File: config.mk
export PLATFORM = sky130hd
export DESIGN_NAME = mem
export DESIGN_NICKNAME = d
export VERILOG_FILES = /design/src/rtl/mem_pkg.sv /design/src/rtl/mem_load_align.sv /design/src/rtl/mem.sv
export SDC_FILE = /design/constraint.sdc
export NUM_CORES = 1
export LEC_CHECK = 0
export ABC_CLOCK_PERIOD_IN_PS = 3850
export BUFFER_PORTS_ARGS = -buffer_cell sky130_fd_sc_hd__buf_2
export CAP_MARGIN = 20
export CORE_AREA = 2 2 260 262
export CTS_CLUSTER_SIZE = 14
export DETAILED_ROUTE_END_ITERATION = 10
export DIE_AREA = 0 0 262 264
export HOLD_SLACK_MARGIN = 0.08
export SLEW_MARGIN = 15
export SYNTH_ARGS = -nofsm -noshare
export SYNTH_HDL_FRONTEND = slang
export SYNTH_SLANG_ARGS = --single-unit
File: constraint.sdc
create_clock -name clk -period 3.85 [get_ports clk]
set_input_delay 0.9625 -clock clk [delete_from_list [all_inputs] [get_ports clk]]
set_output_delay 0.9625 -clock clk [all_outputs]
set_load 0.02 [all_outputs]
File: src/rtl/mem_pkg.sv
// mem_pkg -- shared definitions for the MEM pipeline stage.
//   Bus widths, mem_op encodings, Stop/NoStop stall levels, FSM state
//   encoding and bus field positions. Helpers classify an EX->MEM bus
//   entry as a memory-access instruction or as a load.
// Configuration macro: LWLR_EN (consumed by mem_load_align).
package mem_pkg;

  localparam int EX_TO_MEM_WD = 310;
  localparam int MEM_TO_WB_WD = 274;

  // mem_op encodings
  localparam logic [3:0] MEM_OP_NONE = 4'd0;
  localparam logic [3:0] MEM_OP_LB   = 4'd1;
  localparam logic [3:0] MEM_OP_LBU  = 4'd2;
  localparam logic [3:0] MEM_OP_LH   = 4'd3;
  localparam logic [3:0] MEM_OP_LHU  = 4'd4;
  localparam logic [3:0] MEM_OP_LW   = 4'd5;
  localparam logic [3:0] MEM_OP_SB   = 4'd6;
  localparam logic [3:0] MEM_OP_SH   = 4'd7;
  localparam logic [3:0] MEM_OP_SW   = 4'd8;
  localparam logic [3:0] MEM_OP_LWL  = 4'd9;
  localparam logic [3:0] MEM_OP_LWR  = 4'd10;

  // stall vector levels
  localparam logic STOP    = 1'b1;
  localparam logic NO_STOP = 1'b0;

  typedef enum logic [1:0] {
    ST_IDLE = 2'd0,
    ST_WAIT = 2'd1,
    ST_HOLD = 2'd2,
    ST_DROP = 2'd3
  } state_e;

  // field positions inside the EX->MEM bus (MEM->WB layout sits in the low 274 bits)
  localparam int RF_WE_BIT  = 37;
  localparam int EXCEPT_LSB = 136;
  localparam int RT_LSB     = 274;
  localparam int OP_LSB     = 306;

  // A request was issued in EX only for a memory op without a pending exception.
  function automatic logic is_memop(input logic [EX_TO_MEM_WD-1:0] bus);
    return (bus[OP_LSB +: 4] != MEM_OP_NONE) && (bus[EXCEPT_LSB +: 32] == 32'd0);
  endfunction

  function automatic logic is_load(input logic [3:0] op);
    logic ld;
    case (op)
      MEM_OP_LB, MEM_OP_LBU, MEM_OP_LH, MEM_OP_LHU,
      MEM_OP_LW, MEM_OP_LWL, MEM_OP_LWR: ld = 1'b1;
      default:                           ld = 1'b0;
    endcase
    return ld;
  endfunction

endpackage

File: src/rtl/mem_load_align.sv
// mem_load_align -- combinational little-endian load data alignment.
//   mem_op [3:0]  load opcode
//   a      [1:0]  low effective-address bits
//   rdata  [31:0] word returned by the data SRAM
//   rt_val [31:0] old rt value (merged by LWL/LWR)
//   result [31:0] aligned, extended or merged load result
// Configuration macro: LWLR_EN -- when undefined, LWL/LWR return rt_val unchanged.
module mem_load_align
  import mem_pkg::*;
(
  input  logic [3:0]  mem_op,
  input  logic [1:0]  a,
  input  logic [31:0] rdata,
  input  logic [31:0] rt_val,
  output logic [31:0] result
);

  logic [7:0]  byte_sel;
  logic [15:0] half_sel;

  always_comb begin
    case (a)
      2'd0:    byte_sel = rdata[7:0];
      2'd1:    byte_sel = rdata[15:8];
      2'd2:    byte_sel = rdata[23:16];
      2'd3:    byte_sel = rdata[31:24];
      default: byte_sel = rdata[7:0];
    endcase
  end

  assign half_sel = a[1] ? rdata[31:16] : rdata[15:0];

`ifdef LWLR_EN
  logic [31:0] lwl_val;
  logic [31:0] lwr_val;

  // LWL fills the upper a+1 bytes from memory; LWR fills the lower 4-a bytes.
  always_comb begin
    case (a)
      2'd0:    begin lwl_val = {rdata[7:0],  rt_val[23:0]}; lwr_val = rdata;                         end
      2'd1:    begin lwl_val = {rdata[15:0], rt_val[15:0]}; lwr_val = {rt_val[31:24], rdata[31:8]};  end
      2'd2:    begin lwl_val = {rdata[23:0], rt_val[7:0]};  lwr_val = {rt_val[31:16], rdata[31:16]}; end
      2'd3:    begin lwl_val = rdata;                        lwr_val = {rt_val[31:8],  rdata[31:24]}; end
      default: begin lwl_val = rdata;                        lwr_val = rdata;                         end
    endcase
  end
`endif

  always_comb begin
    result = rdata;
    case (mem_op)
      MEM_OP_LB:  result = {{24{byte_sel[7]}}, byte_sel};
      MEM_OP_LBU: result = {24'd0, byte_sel};
      MEM_OP_LH:  result = {{16{half_sel[15]}}, half_sel};
      MEM_OP_LHU: result = {16'd0, half_sel};
      MEM_OP_LW:  result = rdata;
`ifdef LWLR_EN
      MEM_OP_LWL: result = lwl_val;
      MEM_OP_LWR: result = lwr_val;
`else
      MEM_OP_LWL, MEM_OP_LWR: result = rt_val;
`endif
      default:    result = rdata;
    endcase
  end

endmodule

File: src/rtl/mem.sv
// mem -- memory-access stage between EX and WB.
//   clk, rst            clock; synchronous active-high reset
//   flush               exception flush, bubbles the stage
//   stall [9:0]         stall vector (Stop=1); stall[7] stops this stage's
//                       input register, stall[8] stops WB
//   ex_to_mem_bus [309:0] {mem_op, rt_val, MEM->WB layout}
//   data_sram_data_ok   one-cycle response strobe
//   data_sram_rdata     load data, valid with data_ok
//   mem_to_wb_bus [273:0] registered input with rf_wdata replaced by the load result
//   stallreq_mem        asks ctrl to stop stall[8:0] while a response is owed
//   mem_fwd_bus [37:0]  {rf_we, rf_waddr, rf_wdata} to the ID bypass
// Configuration macro: LWLR_EN (LWL/LWR merge logic in mem_load_align).
module mem
  import mem_pkg::*;
(
  input  logic                    clk,
  input  logic                    rst,
  input  logic                    flush,
  input  logic [9:0]              stall,
  input  logic [EX_TO_MEM_WD-1:0] ex_to_mem_bus,
  input  logic                    data_sram_data_ok,
  input  logic [31:0]             data_sram_rdata,
  output logic [MEM_TO_WB_WD-1:0] mem_to_wb_bus,
  output logic                    stallreq_mem,
  output logic [37:0]             mem_fwd_bus
);

  logic [EX_TO_MEM_WD-1:0] r_q, r_d;
  state_e                  state_q, state_d;
  logic [31:0]             hold_q, hold_d;
  logic [31:0]             load_src;
  logic [31:0]             align_result;
  logic [MEM_TO_WB_WD-1:0] wb_bus;
  logic                    stall_unused;

  assign stall_unused = ^{stall[9], stall[6:0]};

  // Input register next value: flush, then bubble, then load, else hold.
  always_comb begin
    r_d = r_q;
    if (flush) begin
      r_d = '0;
    end else if ((stall[7] == STOP) && (stall[8] == NO_STOP)) begin
      r_d = '0;
    end else if (stall[7] == NO_STOP) begin
      r_d = ex_to_mem_bus;
    end else begin
      r_d = r_q;
    end
  end

  // Response-tracking FSM. Leaving a state goes to WAIT whenever the entry
  // being loaded into r is a memop, since its request was issued in EX.
  always_comb begin
    state_d      = state_q;
    hold_d       = hold_q;
    stallreq_mem = 1'b0;
    case (state_q)
      ST_IDLE: begin
        if (is_memop(r_d)) state_d = ST_WAIT;
        else               state_d = ST_IDLE;
      end
      ST_WAIT: begin
        stallreq_mem = ~data_sram_data_ok;
        if (data_sram_data_ok) begin
          if (flush) begin
            state_d = ST_IDLE;
          end else if (stall[8] == STOP) begin
            state_d = ST_HOLD;
            hold_d  = data_sram_rdata;
          end else begin
            state_d = is_memop(r_d) ? ST_WAIT : ST_IDLE;
          end
        end else if (flush) begin
          state_d = ST_DROP;
        end else begin
          state_d = ST_WAIT;
        end
      end
      ST_HOLD: begin
        if (flush)                     state_d = ST_IDLE;
        else if (stall[8] == NO_STOP)  state_d = is_memop(r_d) ? ST_WAIT : ST_IDLE;
        else                           state_d = ST_HOLD;
      end
      ST_DROP: begin
        // The squashed request's response is still owed; swallow it.
        stallreq_mem = is_memop(r_q);
        if (data_sram_data_ok) state_d = is_memop(r_d) ? ST_WAIT : ST_IDLE;
        else                   state_d = ST_DROP;
      end
      default: begin
        state_d = ST_IDLE;
      end
    endcase
  end

  // State, input register and response buffer.
  always_ff @(posedge clk) begin
    if (rst) begin
      r_q     <= '0;
      state_q <= ST_IDLE;
      hold_q  <= 32'd0;
    end else begin
      r_q     <= r_d;
      state_q <= state_d;
      hold_q  <= hold_d;
    end
  end

  assign load_src = (state_q == ST_HOLD) ? hold_q : data_sram_rdata;

  mem_load_align u_load_align (
    .mem_op (r_q[OP_LSB +: 4]),
    .a      (r_q[1:0]),
    .rdata  (load_src),
    .rt_val (r_q[RT_LSB +: 32]),
    .result (align_result)
  );

  // Output bus: loads replace rf_wdata; write enable suppressed while stalling.
  always_comb begin
    wb_bus = r_q[MEM_TO_WB_WD-1:0];
    if (is_load(r_q[OP_LSB +: 4])) wb_bus[31:0] = align_result;
    else                           wb_bus[31:0] = r_q[31:0];
    if (stallreq_mem) wb_bus[RF_WE_BIT] = 1'b0;
    else              wb_bus[RF_WE_BIT] = r_q[RF_WE_BIT];
  end

  assign mem_to_wb_bus = wb_bus;
  assign mem_fwd_bus   = wb_bus[37:0];

endmodule

-- Word level (Yosys, flattened, before mapping)
Index checks and enable logic that the tools add are counted.
- mux-type cells: 18
- reductions and logical operators: 13
- equal/unequal tests: 13
- bitwise gates (word level): 3
- operators with widths (kind ; number):
    $mux 310 ; 3
    $pmux 32 s5 ; 1
    $logic_not 32->1 ; 2
    $mux 32 ; 2
    $pmux 8 s4 ; 1
    $mux 16 ; 1
    $mux 2 ; 5
    $eq 2x2->1 const B ; 4
    $eq 4x2->1 const B ; 2
    $eq 4x3->1 const B ; 2
    $eq 4x4->1 const B ; 2
    $pmux 2 s4 ; 1
    $reduce_bool 4->1 ; 2
    $reduce_or 7->1 ; 1
    $eq 2x1->1 const B ; 2
    $eq 4x1->1 const B ; 1
    $logic_not 2->1 ; 2
    $reduce_and 4->1 ; 1
    $logic_and 1x1->1 ; 3
    $mux 1 ; 3
    $not 1->1 ; 3
    $reduce_or 3->1 ; 1
    $pmux 1 s2 ; 1
    $reduce_or 2->1 ; 1
- bits in registers: 344
- input port bits: 356
- output and inout port bits: 313

-- Longest topological paths before layout
- depth after elaboration: 11
- mapped depth: 9
- mapped depth without buffers: 5

-- Cells and area by module
Synthesis repeated with hierarchy kept, for this count alone.
- cells, all modules: 1698
- area total of the unflattened synthesis: 16560.9 um^2
- by module, submodules not included (module ; instances ; seq. area each (um^2) ; cells an instance ; area an instance (um^2)):
    mem ; 1 ; 6886.6 ; 1551 ; 15308.4
    mem_load_align ; 1 ; 0.0 ; 147 ; 1252.5

-- Least setup slack after synthesis
No wires, ideal clock.
- path kind: input-to-output
- start point: in data_sram_rdata[31]
- end point: out mem_to_wb_bus[16]
- path buffers: 2
- required time: 2.888 ns
- arrival: 2.666 ns
- setup slack: 0.222 ns
- cell stages on the path: 6
- cell sequence: mux4_2 -> nor3_1 -> or3_1 -> buf_2 -> a221oi_1 -> buf_4
- longest elaborated chain between the ends: 4
- elaborated cells on any way between the ends: 5
- those cells by class: 5 x mux
- RTL lines (element ; line ; source):
    start, declared ; mem.sv:22 ; input logic [31:0] data_sram_rdata,
    $mux 32 * ; mem.sv:110 ; assign load_src = (state_q == ST_HOLD) ? hold_q : data_sram_rdata;
    $pmux 8 s4 or $mux 16 (tied branches) ; mem_load_align.sv:22, mem_load_align.sv:31 ;
    $pmux 32 s5 * ; mem_load_align.sv:51 ; case (mem_op)
    $mux 32 * ; mem.sv:123 ; if (is_load(r_q[OP_LSB +: 4])) wb_bus[31:0] = align_result;
    end, declared ; mem.sv:23 ; output logic [MEM_TO_WB_WD-1:0] mem_to_wb_bus,
Every way passes the cells marked *; elsewhere a longest branch is shown, timed or not.

-- Final worst setup path
- start point: reg state_q[1]
- end point: out mem_to_wb_bus[18]
- longest elaborated chain between the ends: 5
- elaborated cells on any way between the ends: 6
- those cells by class: 1 x eq/ne; 5 x mux
- RTL lines (element ; line ; source):
    start, declared ; mem.sv:29 ; state_e state_q, state_d;
    start signal, assigned ; mem.sv:105 ; state_q <= state_d;
    $eq 2x2->1 * ; mem.sv:110 ;
    $mux 32 * ; mem.sv:110 ;
    $pmux 8 s4 or $mux 16 (tied branches) ; mem_load_align.sv:22, mem_load_align.sv:31 ;
    $pmux 32 s5 * ; mem_load_align.sv:51 ;
    $mux 32 * ; mem.sv:123 ;
Marked as above.

==> flow_metrics.py <==
metrics = {
    "place": {
        "hpwl_um": 38490,
        "dp_cells": 2908,
        "globalplace.congestion": 0.8316,
        "port_buffers": 660,
    },
    "setup_path": {
        "required_ps": 2890,
        "cp_slowest_stage_delay_ps": 440,
        "worstPathArrival_ps": 2790,
        "startpoint": "state_q[1]$_SDFF_PP0_",
        "crit_path_end_kind": "output pin",
        "critPathLaunchType": "register",
        "slowest_stage": "a221oi_1",
        "crit_type": "register to output pin",
        "r2r-start": "r_q[306]$_SDFF_PP0_",
        "crit_chain": "nand2b_4 > mux4_2 > o21ai_1 > or3_1 > buf_12 > a221oi_1 > buf_2",
        "cp_max_fo": 16,
    },
    "global_routing": {
        "grt_pass1_vias": 12164,
        "grt_pass1_wl_um": 72890,
        "grt.overflow.total": 0,
        "grt_usage_pct": 13.76,
        "antenna_found_initial": 10,
        "grt_max_degree": 123,
    },
    "final_layout": {
        "final_net_count": 2440,
        "finalNonFillerCells": 2988,
        "final_util_pct": 29.74,
        "fillCellCount": 7075,
        "area_growth_pct": 24.32,
        "drive_gt1_share_pct": 38.54,
    },
    "synth": {
        "synth_fp_nets": 2065,
        "synth_top_cells_by_area": "dfxtp_1 43%, mux2i_1 21%, buf_4 13%, nor2_1 8.4%, clkbuf_1 2.2%",
        "ys_seq_area_share_pct": 43.26,
        "synth_common_cells": "356 x nor2_1, 344 x dfxtp_1, 341 x mux2i_1",
        "synth_cell_type_count": 47,
        "avgSynthCellArea_um2": 9.316,
        "yosys_warnings": 0,
        "synth_edf_count": 0,
        "ys_ff_latch": 344,
        "yosys.area.top_type": "dfxtp_1",
        "synth_cells": 1709,
        "async_flop_share_pct": 0,
        "netlist_area_mm2": 0.01592,
        "yosysMostFrequentCell": "nor2_1",
        "ys.flop_type": "dfxtp_1",
        "yosysTopAreaCellShare_pct": 43.26,
    },
    "routing": {
        "dr.pass1.iters": 5,
        "wire_per_inst_um": 16.89,
        "wl_um": 50480,
        "postRouteAntennaNets": 0,
        "drt_iter0_drc": 501,
        "vias": 12638,
        "vias_per_cell": 4.230,
        "drc": 0,
    },
    "sta": {
        "final.setup_skew_ps": 16.21,
        "fmax_ghz": 0.2664,
        "rsz0062_at_grt": "no",
        "period_needed_ps": 3754,
        "hold_violations": 0,
        "tightest_slew_ps": 1097,
        "finalSetupTns_ps": 0,
        "drv_slew": 0,
        "period_share_pct": 97.52,
        "setup-violations-final": 0,
        "slew_headroom_pct": 26.90,
    },
    "floorplanning": {
        "rows": 95,
        "die_h_um": 264,
        "initial_utilization_pct": 23.92,
        "io_pins": 669,
        "dieArea_mm2": 0.06917,
        "core_mm2": 0.06656,
        "die_w_um": 262,
    },
    "clock_tree": {
        "ctsLongestPathBuffers": 3,
        "cts_sinks": 344,
        "cts_buffers": 40,
        "cts_tree": "yes",
        "holdBufCountCts": 0,
        "clkTransAtPathRegs_ps": 60,
        "htreeDepth": 2,
        "cts_root_buf": "clkbuf_16",
        "clkLatencyLatePin_ps": 550,
    },
    "run_status": {
        "status": "complete, no violations",
    },
    "power": {
        "leakagePower_nw": 9.796,
        "power.total_mw": 8.714,
        "power_density_mw_per_mm2": 440.2,
        "ir_drop_v": 0.0002782,
    },
    "job": {
        "maxCapViolCount": 0,
    },
    "worst_hold_path": {
        "hold_path_class": "register to register",
        "min_from": "hold_q[9]$_SDFFE_PP0P_",
    },
}
-- routing by layer --
layer / track usage (%) / part of all wire, % / up-vias
met1: 16.12 / 40 / 5867
li1: - / - / 6229
met5: 0 / 0.13 / -
met2: 23.83 / 49 / 448
met3: 4.155 / 8.0 / 84
met4: 4.382 / 2.4 / 10
-- path summary, 6_finish.rpt --
| path | endpoint | slack (ps) | cells past startpoint |
|---|---|---|---|
| setup / recovery | mem_to_wb_bus[18] | 100 | 7 |
| hold reg to reg | hold_q[9]$_SDFFE_PP0P_ | 450 | 2 |
| setup reg to reg | state_q[0]$_SDFF_PP0_ | 2000 | 6 |
| hold / removal | hold_q[9]$_SDFFE_PP0P_ | 450 | 2 |
-- registers in the layout, summed over array words and instances (netlist names) --
register  count
r_q         310
state_q       2
hold_q       32
-- critical path: cells and delay by family (launching register included) --
| kind | cells | cell delay [ps] |
|---|---|---|
| buf+inv | 2 | 440 |
| compound gates | 2 | 510 |
| simple gates | 2 | 490 |
| flops | 1 | 400 |
| mux | 1 | 380 |
-- layout by cell type, fill, tap and decap left out, types with 9 or more instances in the layout --
cell       count
buf_2        659
nor2_1       356
mux2i_1      341
dfxtp_1      339
nand2_1       89
buf_4         49
clkbuf_16     41
a21oi_1       40
a22oi_1       24
a221oi_1      18
nor4_1        16
a221oi_2      13
clkbuf_1      11
o21ai_0       10
buf_12        10
a31oi_1        9
-- area by class of cell --
class	instances	area [µm²]	area share, %
Antenna cell	3	7.507	0.03793
Timing Repair Buffer	719	3881	19.61
Clock inverter	10	156.4	0.7902
Sequential cell	344	6893	34.83
Inverter	3	11.26	0.05689
Tap cell	873	1092	5.519
Clock buffer	60	1177	5.949
Multi-Input combinational cell	976	6574	33.21
-- through the flow --
stage / worst slack [ps] / hold WS [ps] / area (µm²)
final: 95.60 / 451.7 / 19790
after global placement: 140.7 / 439.1 / 18370
after CTS: 0.8991 / 453.6 / 19750
after global routing: 1.118 / 464.4 / 19790
after detailed placement: 107.2 / 445.8 / 18370
after floorplan: 221.8 / 433.8 / 15920
-- where the power goes --
group          switching, mW  internal [mW]
combinational          0.658          0.477
clock                   1.50           2.37
sequential            0.0537           3.65
total                   2.21           6.50
-- cells by family (layout without fill, tap and decap cells) --
logic type	Yosys count	count (layout)	synth area share [%]
simple gates	499	499	12.76
buf+inv	389	792	15.91
mux	351	351	22.29
flops	344	344	43.26
compound gates	125	125	5.729
xor+xnor	1	1	0.05502
other cells	0	3	0
-- repair_timing --
item	4_1_cts	5_1_grt
cloned	0	0
endpoints found under the setup margin	34	32
pin swaps	1	0
resized for setup	7	4
setup buffers	4	3
Note: power is estimated with default switching activity, not from simulation.
